### src/rtl/decimator_pkg.sv
`default_nettype none
// +------------------------------------------------------------------+
// | Package : decimator_pkg                                          |
// | Brief   : Shared types and sizing helpers for the filtering      |
// |           decimator (mode encoding, accumulator width).          |
// | Rev     : 1.0  initial release                                   |
// +------------------------------------------------------------------+
package decimator_pkg;

    // Decimation behaviour selected by the 1-bit mode input
    typedef enum logic {
        DEC_AVERAGE = 1'b0,
        DEC_PICK    = 1'b1
    } dec_mode_e;

    // Summing 2^max_ratio_log2 full-scale samples grows the magnitude by
    // max_ratio_log2 bits, so this width can never overflow.
    function automatic int acc_width(input int data_width, input int max_ratio_log2);
        return data_width + max_ratio_log2;
    endfunction

endpackage : decimator_pkg
`default_nettype wire

### src/rtl/decimator_channel_state.sv
`default_nettype none
// +------------------------------------------------------------------+
// | Module  : decimator_channel_state                                |
// | Brief   : Per-channel sample counter and accumulator storage     |
// |           with one combinational read port and one write port.   |
// | Rev     : 1.0  initial release                                   |
// +------------------------------------------------------------------+
module decimator_channel_state #(
    parameter int N_CHANNELS = 4,
    parameter int CNT_W      = 6,
    parameter int ACC_W      = 22,
    parameter int IDX_W      = 2
) (
    input  logic                    clock,
    input  logic                    reset,
    input  logic                    clear_all,
    input  logic [IDX_W-1:0]        rd_idx,
    output logic [CNT_W-1:0]        rd_cnt,
    output logic signed [ACC_W-1:0] rd_acc,
    input  logic                    wr_en,
    input  logic [IDX_W-1:0]        wr_idx,
    input  logic [CNT_W-1:0]        wr_cnt,
    input  logic signed [ACC_W-1:0] wr_acc
);

    logic [CNT_W-1:0]        cnt_q [N_CHANNELS];
    logic [CNT_W-1:0]        cnt_d [N_CHANNELS];
    logic signed [ACC_W-1:0] acc_q [N_CHANNELS];
    logic signed [ACC_W-1:0] acc_d [N_CHANNELS];

    // Read port: out-of-range indices read as an empty channel
    always_comb begin
        rd_cnt = '0;
        rd_acc = '0;
        if (int'(rd_idx) < N_CHANNELS) begin
            rd_cnt = cnt_q[rd_idx];
            rd_acc = acc_q[rd_idx];
        end
    end

    // Next state: a global clear first, then the single-channel write on top
    always_comb begin
        cnt_d = cnt_q;
        acc_d = acc_q;
        if (clear_all) begin
            for (int i = 0; i < N_CHANNELS; i++) begin
                cnt_d[i] = '0;
                acc_d[i] = '0;
            end
        end
        if (wr_en && (int'(wr_idx) < N_CHANNELS)) begin
            cnt_d[wr_idx] = wr_cnt;
            acc_d[wr_idx] = wr_acc;
        end
    end

    // State array registers, cleared asynchronously
    always_ff @(posedge clock or posedge reset) begin
        if (reset) begin
            for (int i = 0; i < N_CHANNELS; i++) begin
                cnt_q[i] <= '0;
                acc_q[i] <= '0;
            end
        end else begin
            for (int i = 0; i < N_CHANNELS; i++) begin
                cnt_q[i] <= cnt_d[i];
                acc_q[i] <= acc_d[i];
            end
        end
    end

endmodule : decimator_channel_state
`default_nettype wire

### src/rtl/filtering_decimator_mc.sv
`default_nettype none
// +------------------------------------------------------------------+
// | Module  : filtering_decimator_mc                                 |
// | Brief   : Multi-channel power-of-two decimator, AXI-stream in    |
// |           and out; averages (integrate-and-dump) or picks every  |
// |           R-th sample per interleaved channel.                   |
// | Rev     : 1.0  initial release                                   |
// +------------------------------------------------------------------+
module filtering_decimator_mc
    import decimator_pkg::*;
#(
    parameter  int DATA_WIDTH     = 16,
    parameter  int N_CHANNELS     = 4,
    parameter  int MAX_RATIO_LOG2 = 6,
    localparam int RATIO_W        = $clog2(MAX_RATIO_LOG2 + 1),
    localparam int DEST_W         = (N_CHANNELS > 1) ? $clog2(N_CHANNELS) : 1
) (
    input  logic                         clock,
    input  logic                         reset,
    input  logic [RATIO_W-1:0]           ratio_log2,
    input  logic                         mode,
    input  logic signed [DATA_WIDTH-1:0] data_in_tdata,
    input  logic [DEST_W-1:0]            data_in_tdest,
    input  logic                         data_in_tvalid,
    output logic                         data_in_tready,
    output logic signed [DATA_WIDTH-1:0] data_out_tdata,
    output logic [DEST_W-1:0]            data_out_tdest,
    output logic                         data_out_tvalid,
    input  logic                         data_out_tready
);

    localparam int ACC_W = acc_width(DATA_WIDTH, MAX_RATIO_LOG2);
    localparam int CNT_W = MAX_RATIO_LOG2;

    // Registered configuration, compared against the live inputs
    logic [RATIO_W-1:0]           cfg_ratio_q, cfg_ratio_d;
    logic                         cfg_mode_q,  cfg_mode_d;
    // Output register
    logic                         out_valid_q, out_valid_d;
    logic signed [DATA_WIDTH-1:0] out_data_q,  out_data_d;
    logic [DEST_W-1:0]            out_dest_q,  out_dest_d;

    dec_mode_e                    mode_e;
    logic [RATIO_W-1:0]           ratio_eff;
    logic [CNT_W:0]               ratio_full;
    logic [CNT_W-1:0]             term_cnt;
    logic                         cfg_changed;
    logic                         xfer;
    logic                         dest_ok;
    logic                         last;
    logic [CNT_W-1:0]             rd_cnt, base_cnt, wr_cnt;
    logic signed [ACC_W-1:0]      rd_acc, base_acc, wr_acc;
    logic signed [ACC_W-1:0]      sample_ext, sum_acc, sum_shift;
    logic signed [DATA_WIDTH-1:0] result;
    logic                         wr_en;
    logic                         emit;

    // Decode config, compute the read-modify-write update for the addressed channel
    always_comb begin
        mode_e      = dec_mode_e'(mode);
        ratio_eff   = (int'(ratio_log2) > MAX_RATIO_LOG2) ? RATIO_W'(MAX_RATIO_LOG2) : ratio_log2;
        ratio_full  = (CNT_W + 1)'(1) << ratio_eff;
        term_cnt    = CNT_W'(ratio_full - (CNT_W + 1)'(1));
        // A config change wipes all channels this cycle; a sample arriving in the
        // same cycle is counted as the first one under the new config.
        cfg_changed = (ratio_log2 != cfg_ratio_q) || (mode != cfg_mode_q);
        cfg_ratio_d = ratio_log2;
        cfg_mode_d  = mode;

        data_in_tready = !reset && (!out_valid_q || data_out_tready);
        xfer       = data_in_tvalid && data_in_tready;
        dest_ok    = int'(data_in_tdest) < N_CHANNELS;

        base_cnt   = cfg_changed ? '0 : rd_cnt;
        base_acc   = cfg_changed ? '0 : rd_acc;
        last       = (base_cnt == term_cnt);
        sample_ext = {{MAX_RATIO_LOG2{data_in_tdata[DATA_WIDTH-1]}}, data_in_tdata};
        sum_acc    = base_acc + sample_ext;
        sum_shift  = sum_acc >>> ratio_eff;
        result     = (mode_e == DEC_PICK) ? data_in_tdata : sum_shift[DATA_WIDTH-1:0];

        wr_en      = xfer && dest_ok;
        wr_cnt     = last ? '0 : base_cnt + CNT_W'(1);
        // Pick mode never accumulates, so the sum stays at zero there
        wr_acc     = (last || (mode_e == DEC_PICK)) ? '0 : sum_acc;
        emit       = wr_en && last;
    end

    // Output register: load on emission, drop valid on consumption, else hold
    always_comb begin
        out_valid_d = out_valid_q;
        out_data_d  = out_data_q;
        out_dest_d  = out_dest_q;
        if (emit) begin
            out_valid_d = 1'b1;
            out_data_d  = result;
            out_dest_d  = data_in_tdest;
        end else if (data_out_tready) begin
            out_valid_d = 1'b0;
        end
    end

    // Output and configuration registers
    always_ff @(posedge clock or posedge reset) begin
        if (reset) begin
            out_valid_q <= 1'b0;
            out_data_q  <= '0;
            out_dest_q  <= '0;
            cfg_ratio_q <= '0;
            cfg_mode_q  <= 1'b0;
        end else begin
            out_valid_q <= out_valid_d;
            out_data_q  <= out_data_d;
            out_dest_q  <= out_dest_d;
            cfg_ratio_q <= cfg_ratio_d;
            cfg_mode_q  <= cfg_mode_d;
        end
    end

    assign data_out_tvalid = out_valid_q;
    assign data_out_tdata  = out_data_q;
    assign data_out_tdest  = out_dest_q;

    decimator_channel_state #(
        .N_CHANNELS (N_CHANNELS),
        .CNT_W      (CNT_W),
        .ACC_W      (ACC_W),
        .IDX_W      (DEST_W)
    ) u_state (
        .clock     (clock),
        .reset     (reset),
        .clear_all (cfg_changed),
        .rd_idx    (data_in_tdest),
        .rd_cnt    (rd_cnt),
        .rd_acc    (rd_acc),
        .wr_en     (wr_en),
        .wr_idx    (data_in_tdest),
        .wr_cnt    (wr_cnt),
        .wr_acc    (wr_acc)
    );

endmodule : filtering_decimator_mc
`default_nettype wire

### config.mk
export PLATFORM = sky130hd
export DESIGN_NAME = filtering_decimator_mc
export DESIGN_NICKNAME = d
export VERILOG_FILES = /design/src/rtl/decimator_pkg.sv /design/src/rtl/decimator_channel_state.sv /design/src/rtl/filtering_decimator_mc.sv
export SDC_FILE = /design/constraint.sdc
export NUM_CORES = 1
export LEC_CHECK = 0
export CELL_PAD_IN_SITES_DETAIL_PLACEMENT = 2
export CELL_PAD_IN_SITES_GLOBAL_PLACEMENT = 2
export CORE_ASPECT_RATIO = 0.9
export CORE_MARGIN = 10
export CORE_UTILIZATION = 41
export DETAILED_ROUTE_END_ITERATION = 12
export HOLD_SLACK_MARGIN = 0.15
export PLACE_DENSITY_LB_ADDON = 0.1
export SLEW_MARGIN = 20
export SYNTH_ARGS = -nofsm -noshare
export SYNTH_HDL_FRONTEND = slang
export SYNTH_SLANG_ARGS = --single-unit
export TNS_END_PERCENT = 1
### constraint.sdc
create_clock -name clock -period 10.55 [get_ports clock]
set_input_delay 2.11 -clock clock [delete_from_list [all_inputs] [get_ports clock]]
set_output_delay 2.11 -clock clock [all_outputs]
set_load 0.02 [all_outputs]
==> run summary, run 1 <==
OUTCOME
--------------------------------------------------------------------------------
Outcome ........................................................... finished clean

ROUTE
--------------------------------------------------------------------------------
Total wire length .................................................     33900 um
DRC violation count after routing .................................            0
Detailed-route vias per instance ..................................         6.52
Detailed Routing Iterations Pass 1 ................................            5
Drt initial violations ............................................          616
Routed wire length per instance ...................................      27.6 um
Post-DRT Antenna Nets .............................................            0
Total vias in the final route .....................................         7996

CLOCKING
--------------------------------------------------------------------------------
TritonCTS Sinks ...................................................          135
CTS clock-pin slew for the worst setup and hold paths .............      0.07 ns
CTS Root Buffer Type ..............................................    clkbuf_16
Number of gates given a new drive strength after cts ..............            0
Post-CTS Hold Fix Bufs ............................................            0
H-tree levels .....................................................            4
Deepest clock path buffer count ...................................            2
TritonCTS clock tree ..............................................         done
Skew-Pair Late Insertion Delay ....................................      0.45 ns
Post-CTS setup repair buffer count ................................            0
Number of clock buffers inserted by TritonCTS .....................           17

TIMING
--------------------------------------------------------------------------------
Final Slew Violations .............................................            0
Headroom to the max-slew limit ....................................        0.196
Hold slack final ..................................................     0.484 ns
Count of endpoints failing setup in the final report ..............            0
RSZ-0062 raised after global routing ..............................           no
F_max .............................................................      135 MHz
Crit share post-route .............................................        0.700
Period minus WS final .............................................      7.38 ns
Aggregate negative setup slack ....................................         0 ns
Clock Skew ........................................................    0.0143 ns
Final Hold Vio Count ..............................................            0
Transition time at the pin with the least slew margin .............      1.20 ns

YOSYS
--------------------------------------------------------------------------------
Count of synthesis-stage warnings from yosys ......................            0
Post-synthesis instance area ......................................     8570 um2
Async set-or-reset flop fraction in the synthesized netlist .......         1.00
Distinct cell type count after synthesis ..........................           77
Post-synthesis area per instance ..................................     9.04 um2
Dominant synthesized flop cell ....................................      dfrtp_1
Synthesis-stage register bit count ................................          135
Cell count after synthesis ........................................          948
Fraction of the yosys area taken by sequential cells ..............        0.394
EDFF count, synth .................................................            0
Nets in the synthesized netlist ...................................          997

GRT
--------------------------------------------------------------------------------
Largest net degree at the start of global routing .................           87
Wire length of the first global-routing pass ......................     53100 um
Global Route Usage Sum ............................................        0.257
Total grt overflow ................................................            0
Number of global-route vias before repair .........................         8774
Initial antenna violation count ...................................            1

CRITICAL PATH
--------------------------------------------------------------------------------
Worst path bufs/invs ..............................................            4
Cells along the critical path ..................................... clkdlybuf4s50_1 -> buf_4 -> xnor2_1 -> and4_4 -> buf_4 -> and2_1 -> ha_1 -> inv_2 -> nor4_4 -> o211ai_1 -> a211oi_1 -> o22ai_1 -> a211oi_1 -> o311ai_1 -> a2bb2oi_1
CP endpoint kind ..................................................         flop
Critical Path Start Type .......................................... primary input
Worst path required time ..........................................     10.91 ns
CP top delay family ............................................... compound AO/OA/AOI/OAI gates
Largest fanout on the critical path ...............................           86
Slowest CP cell ...................................................     a211oi_1
Worst Path Class, Setup ........................................... primary input to flop
Worst Path Arrival ................................................      7.74 ns
Stage delay of the slowest cell on the critical path ..............      0.98 ns

FLOORPLANNING
--------------------------------------------------------------------------------
Ports placed on the boundary ......................................           46
Core Box Area .....................................................    20600 um2
Die Span Y ........................................................       157 um
Die Span X ........................................................       172 um
DIE AREA ..........................................................    27100 um2
Starting density of the core ......................................        0.415
Number of rows created at floorplan ...............................           50

FINISH
--------------------------------------------------------------------------------
Fraction of final layout cells with drive strength greater than 1 .        0.104
Highest-count cells in the layout ignoring fill and taps .......... dfrtp_1, o21ai_0, nand3_1
Fillers ...........................................................         2211
Total area of multi-input combinational cells .....................     4820 um2
Total area of sequential cells ....................................     3380 um2
Final core area utilization .......................................        0.472
Most common cell after layout, fill and taps aside ................      dfrtp_1
Synthesis-to-finish area growth ...................................        13.7%
Final #Nets .......................................................         1001

PLACEMENT
--------------------------------------------------------------------------------
Detailed placer's ending HPWL .....................................     22300 um
GPL Wtd Cong ......................................................        0.921
Count of port buffers added during placement ......................           45

WORST HOLD PATH
--------------------------------------------------------------------------------
Hold/Removal Path Class ........................................... flop to flop

POWER
--------------------------------------------------------------------------------
Leakage Power .....................................................      4.08 nW
Largest vdd supply drop ...........................................       133 uV
Power density over the cells ......................................   141 nW/um2

RUN
--------------------------------------------------------------------------------
Max Cap Viol ......................................................            0

## per-stage QoR
step / power (mW) / instance area, um2 / std cells / worst slack, ns
after CTS: 1.38 / 9740 / 1225 / 3.37
final: 1.38 / 9740 / 1226 / 3.17
after global routing: 1.42 / 9740 / 1225 / 2.87
after floorplan: 0.665 / 8570 / 948 / 4.50
after global placement: 0.736 / 9140 / 1193 / 3.14
after detailed placement: 0.744 / 9140 / 1193 / 2.95
## registers in the layout, indices dropped and copies added, names as in the netlist
register and flops:
u_state.acc_q 88, data_out_tdest 2, data_out_tvalid 1, cfg_mode_q 1, cfg_ratio_q 3, data_out_tdata 16, u_state.cnt_q 24
## metal layers
layer	wire length [um]	up-vias	global-route usage
met4	495	0	0.0689
met2	16400	203	0.423
met5	0	-	0
li1	-	3518	-
met1	15000	4235	0.341
met3	1920	40	0.0436
## cell type report
type	instances	share of cell area
antenna	1	0.000257
clock buffer	19	0.0455
clock inverter	13	0.0164
inverter	19	0.00758
multi-input combinational	721	0.495
sequential	135	0.347
tap	260	0.0334
timing repair buffer	58	0.0552
## worst reg2reg max path: stages, from the launching register on
cell and delay (ns):
dfrtp_1 0.37, xnor2_1 0.22, and4_4 0.87, buf_4 0.66
and2_1 0.24, ha_1 0.25, inv_2 0.09, nor4_4 0.49
o211ai_1 0.20, a211oi_1 0.98, o22ai_1 0.21, a211oi_1 0.31
o311ai_1 0.15, a2bb2oi_1 0.20
## cells in the mapped netlist (3+ instances only)
library cell,count,area (um2)
clkbuf_1,54,203
o211ai_1,12,90.1
nor2_1,43,161
a311oi_1,3,26.3
a31oi_1,9,56.3
o211a_1,3,30.0
nand2_1,72,270
and2_1,28,175
o2111ai_1,5,43.8
xor2_1,8,70.1
xnor2_1,12,105
or3_1,11,68.8
and3_1,6,37.5
buf_2,9,45.0
nand3_1,128,641
mux4_2,30,676
o31ai_1,6,45.0
buf_4,3,22.5
nand2b_1,12,75.1
a211oi_1,15,113
o21ai_0,132,661
a221oi_1,4,35.0
buf_1,6,22.5
nor3_1,18,90.1
a21o_1,9,67.6
inv_1,15,56.3
a21oi_1,44,220
mux2i_1,11,110
nand4_1,11,68.8
dfrtp_1,135,3380
ha_1,22,275
o21ai_1,11,55.1
inv_2,3,11.3
mux2_2,4,45.0
## kinds of logic after synthesis
| kind of cell | share of synthesized area |
|---|---|
| adder cells (fa/ha/maj) | 0.0345 |
| AO/OA/AOI/OAI | 0.206 |
| multiplexers | 0.0983 |
| flip-flops | 0.394 |
| AND/OR/NAND/NOR | 0.202 |
| XOR/XNOR | 0.0204 |
| buffers and inverters | 0.0438 |
## worst paths after layout
kind,startpoint,to,slack [ns],cells past startpoint
max reg2reg,cfg_ratio_q[2]$_DFF_PP0_,data_out_tdata[10]$_DFFE_PP0P_,5.22,13
min reg2reg,data_out_tdata[3]$_DFFE_PP0P_,data_out_tdata[3]$_DFFE_PP0P_,0.48,2
max,ratio_log2[1],data_out_tdata[10]$_DFFE_PP0P_,3.17,15
max in group asynchronous,reset,u_state.acc_q[78]$_DFF_PP0_,6.72,4
min,data_out_tdata[3]$_DFFE_PP0P_,data_out_tdata[3]$_DFFE_PP0P_,0.48,2
min in group asynchronous,reset,data_out_tdest[1]$_DFFE_PP0P_,1.98,2
## where the power goes
group          internal (mW)  switching [mW]
Combinational         0.0662           0.131
Sequential             0.531         0.00879
Clock                  0.362           0.276
Total                  0.959           0.416
No activity file was read; power rests on OpenSTA's default activity.
==> run 2, diff against run 1 <==
--- a/config.mk
+++ b/config.mk
@@ -9,7 +9,7 @@
 export CELL_PAD_IN_SITES_GLOBAL_PLACEMENT = 2
 export CORE_ASPECT_RATIO = 0.9
 export CORE_MARGIN = 10
-export CORE_UTILIZATION = 41
+export CORE_UTILIZATION = 35
 export DETAILED_ROUTE_END_ITERATION = 12
 export HOLD_SLACK_MARGIN = 0.15
 export PLACE_DENSITY_LB_ADDON = 0.1
==> constraint.sdc (replaced) <==
create_clock -name clock -period 6.67 [get_ports clock]
set_input_delay 1.334 -clock clock [delete_from_list [all_inputs] [get_ports clock]]
set_output_delay 1.334 -clock clock [all_outputs]
set_load 0.02 [all_outputs]
==> run summary, run 2 (synthesis gave the netlist of run 1 again) <==
RUN
--------------------------------------------------------------------------------
Max Cap Viol ......................................................            0   unchanged

POWER
--------------------------------------------------------------------------------
Fraction of power consumed by the clock network ...................        0.455   -0.009
Gate power share ..................................................        0.148   +0.005
Total net switching power .........................................     0.664 mW   +60%
Power density over the cells ......................................   217 nW/um2   +54%
Switching share of power ..........................................        0.309   +0.00686
Leakage Power .....................................................      4.12 nW   +1.1%
Internal power summed over all cells ..............................      1.48 mW   +55%
Part of the power in registers ....................................        0.397   +0.004
Largest vdd supply drop ...........................................       100 uV   -25%

ROUTE
--------------------------------------------------------------------------------
Detailed-route vias per instance ..................................         6.13   -5.9%
Drt initial violations ............................................          533   -13%
Routed wire length per instance ...................................      26.0 um   -5.8%
DRC violation count after routing .................................            0   unchanged
Total wire length .................................................     33400 um   -1.5%
Detailed Routing Iterations Pass 1 ................................            5   unchanged
Total vias in the final route .....................................         7865   -1.6%
Post-DRT Antenna Nets .............................................            0   unchanged

TIMING
--------------------------------------------------------------------------------
Aggregate negative setup slack ....................................         0 ns   unchanged
Final Hold Vio Count ..............................................            0   unchanged
Count of endpoints failing setup in the final report ..............            0   unchanged
Crit share post-route .............................................        0.835
Clock Skew ........................................................    0.0134 ns   -0.000820 ns
Transition time at the pin with the least slew margin .............      1.04 ns   -0.159 ns
RSZ-0062 raised after global routing ..............................           no
Final Slew Violations .............................................            0   unchanged
F_max .............................................................      179 MHz
Period minus WS final .............................................      5.57 ns
Headroom to the max-slew limit ....................................        0.306   +0.110

FINISH
--------------------------------------------------------------------------------
Highest-count cells in the layout ignoring fill and taps .......... dfrtp_1, o21ai_0, nand3_1
Most common cell after layout, fill and taps aside ................      dfrtp_1
Fraction of final layout cells with drive strength greater than 1 .        0.114   +0.0103
Max reg flops .....................................................           88   unchanged
Synthesis-to-finish area growth ...................................        15.4%
Final #Nets .......................................................         1010   +0.90%
Diode insertion count for antenna repair ..........................            0   -1
Most flop-heavy register .......................................... u_state.acc_q
Final core area utilization .......................................        0.409   -0.0633

GRT
--------------------------------------------------------------------------------
Number of global-route vias before repair .........................         8708   -0.75%
Initial antenna violation count ...................................            1   unchanged
Total grt overflow ................................................            0   unchanged
Wire length of the first global-routing pass ......................     52300 um   -1.4%
Largest net degree at the start of global routing .................           82   -5.7%
Global Route Usage Sum ............................................        0.216   -0.0406

CRITICAL PATH
--------------------------------------------------------------------------------
Largest fanout on the critical path ...............................           54   -37%
CP endpoint kind ..................................................         flop
Worst Path Arrival ................................................      5.92 ns   -1.82 ns
Stage delay of the slowest cell on the critical path ..............      0.52 ns   -0.46 ns
Worst R2R Setup Slack .............................................      2.12 ns   -3.10 ns
Worst path required time ..........................................      7.02 ns   -3.89 ns
Cells along the critical path ..................................... clkdlybuf4s50_1 -> xnor2_1 -> and4_4 -> buf_4 -> and2_1 -> ha_1 -> nand2_1 -> o21ai_0 -> mux2_2 -> a211o_1 -> nor2_1 -> a21oi_1 -> a221o_1 -> a31oi_1
Worst Path Class, Setup ........................................... primary input to flop
Slowest CP cell ...................................................        buf_4
Critical Path Start Type .......................................... primary input

CLOCKING
--------------------------------------------------------------------------------
CTS clock-pin slew for the worst setup and hold paths .............      0.07 ns   about the same
Deepest clock path buffer count ...................................            2   unchanged
CTS Root Buffer Type ..............................................    clkbuf_16
Post-CTS setup repair buffer count ................................            0   unchanged
Post-CTS Hold Fix Bufs ............................................            0   unchanged
TritonCTS clock tree ..............................................         done
TritonCTS Sinks ...................................................          135   unchanged
Number of gates given a new drive strength after cts ..............            0   unchanged
Number of clock buffers inserted by TritonCTS .....................           17   unchanged
H-tree levels .....................................................            4   unchanged
Skew-Pair Late Insertion Delay ....................................      0.43 ns   -0.02 ns

PLACEMENT
--------------------------------------------------------------------------------
Detailed placer's ending HPWL .....................................     23600 um   +5.8%
Count of port buffers added during placement ......................           45   unchanged
GPL Wtd Cong ......................................................        0.841   -8.8%

FLOORPLANNING
--------------------------------------------------------------------------------
Core Box Area .....................................................    24200 um2   +17%
Ports placed on the boundary ......................................           46   unchanged
Number of rows created at floorplan ...............................           54   +8.0%
Die Span X ........................................................       185 um   +7.3%
DIE AREA ..........................................................    31100 um2   +15%
Die Span Y ........................................................       168 um   +7.2%
Starting density of the core ......................................        0.354   -0.0608

OUTCOME
--------------------------------------------------------------------------------
Outcome ........................................................... finished clean

WORST HOLD PATH
--------------------------------------------------------------------------------
Hold/Removal Path Class ........................................... flop to flop

[run 2: cell types whose count changed in the layout (fill, tap and decap cells not counted), moves of 3 or more]
cell      before  now
clkinv_4       5    0
inv_6          2    7
buf_4         13   21
clkinv_8       0    3
[run 2: final cells by class]
class / instances / area [um2]
Tap cell: 308 / 385
Clock buffer: 17 / 425
Fill cell: 2589 / 14300
Inverter: 19 / 76.3
Sequential cell: 135 / 3380
Multi-Input combinational cell: 721 / 4820
Timing Repair Buffer: 67 / 618
Clock inverter: 15 / 178
[run 2: power by group through the flow]
stage / combinational [mW] / clock, mW / sequential [mW]
4_1_cts: 0.319 / 0.993 / 0.853
2_1_floorplan: 0.169 / 0 / 0.882
5_1_grt: 0.346 / 1.03 / 0.855
3_5_place_dp: 0.317 / 0 / 0.869
3_3_place_gp: 0.308 / 0 / 0.867
6_report: 0.317 / 0.979 / 0.853
[run 2: worst paths after layout]
check	start	to	depth (start not counted)
max	ratio_log2[1]	data_out_tdata[14]$_DFFE_PP0P_	14
min	data_out_tdest[0]$_DFFE_PP0P_	data_out_tdest[0]$_DFFE_PP0P_	2
max reg2reg	cfg_ratio_q[2]$_DFF_PP0_	data_out_tdata[14]$_DFFE_PP0P_	13
min reg2reg	data_out_tdest[0]$_DFFE_PP0P_	data_out_tdest[0]$_DFFE_PP0P_	2
max in group asynchronous	reset	data_out_tdata[6]$_DFFE_PP0P_	3
min in group asynchronous	reset	u_state.acc_q[42]$_DFF_PP0_	2
[run 2: per-stage QoR]
step / instances / hold slack [ns] / area (um2) / total power, mW / setup slack [ns]
final: 1282 / 0.491 / 9880 / 2.15 / 1.10
after global routing: 1282 / 0.525 / 9880 / 2.23 / 0.898
after CTS: 1282 / 0.492 / 9880 / 2.17 / 1.22
after detailed placement: 1250 / 0.474 / 9280 / 1.19 / 0.784
after global placement: 1250 / 0.461 / 9280 / 1.17 / 0.902
after floorplan: 948 / 0.463 / 8570 / 1.05 / 1.40
[run 2: critical path, delay by kind of cell]
kind / cells / cell delay [ns]
XOR/XNOR: 1 / 0.25
AND/OR/NAND/NOR: 4 / 1.24
buffers and inverters: 2 / 0.97
AO/OA/AOI/OAI: 5 / 1.36
multiplexers: 1 / 0.39
adder cells (fa/ha/maj): 1 / 0.33
[run 2: per-layer routing]
layer / vias up / global-route usage / routed length, um / share of wire
met5: - / 0 / 0 / 0
met4: 0 / 0.0516 / 563 / 0.017
met3: 40 / 0.0306 / 1080 / 0.032
met2: 162 / 0.358 / 16400 / 0.49
met1: 4119 / 0.291 / 15300 / 0.46
li1: 3544 / - / - / -
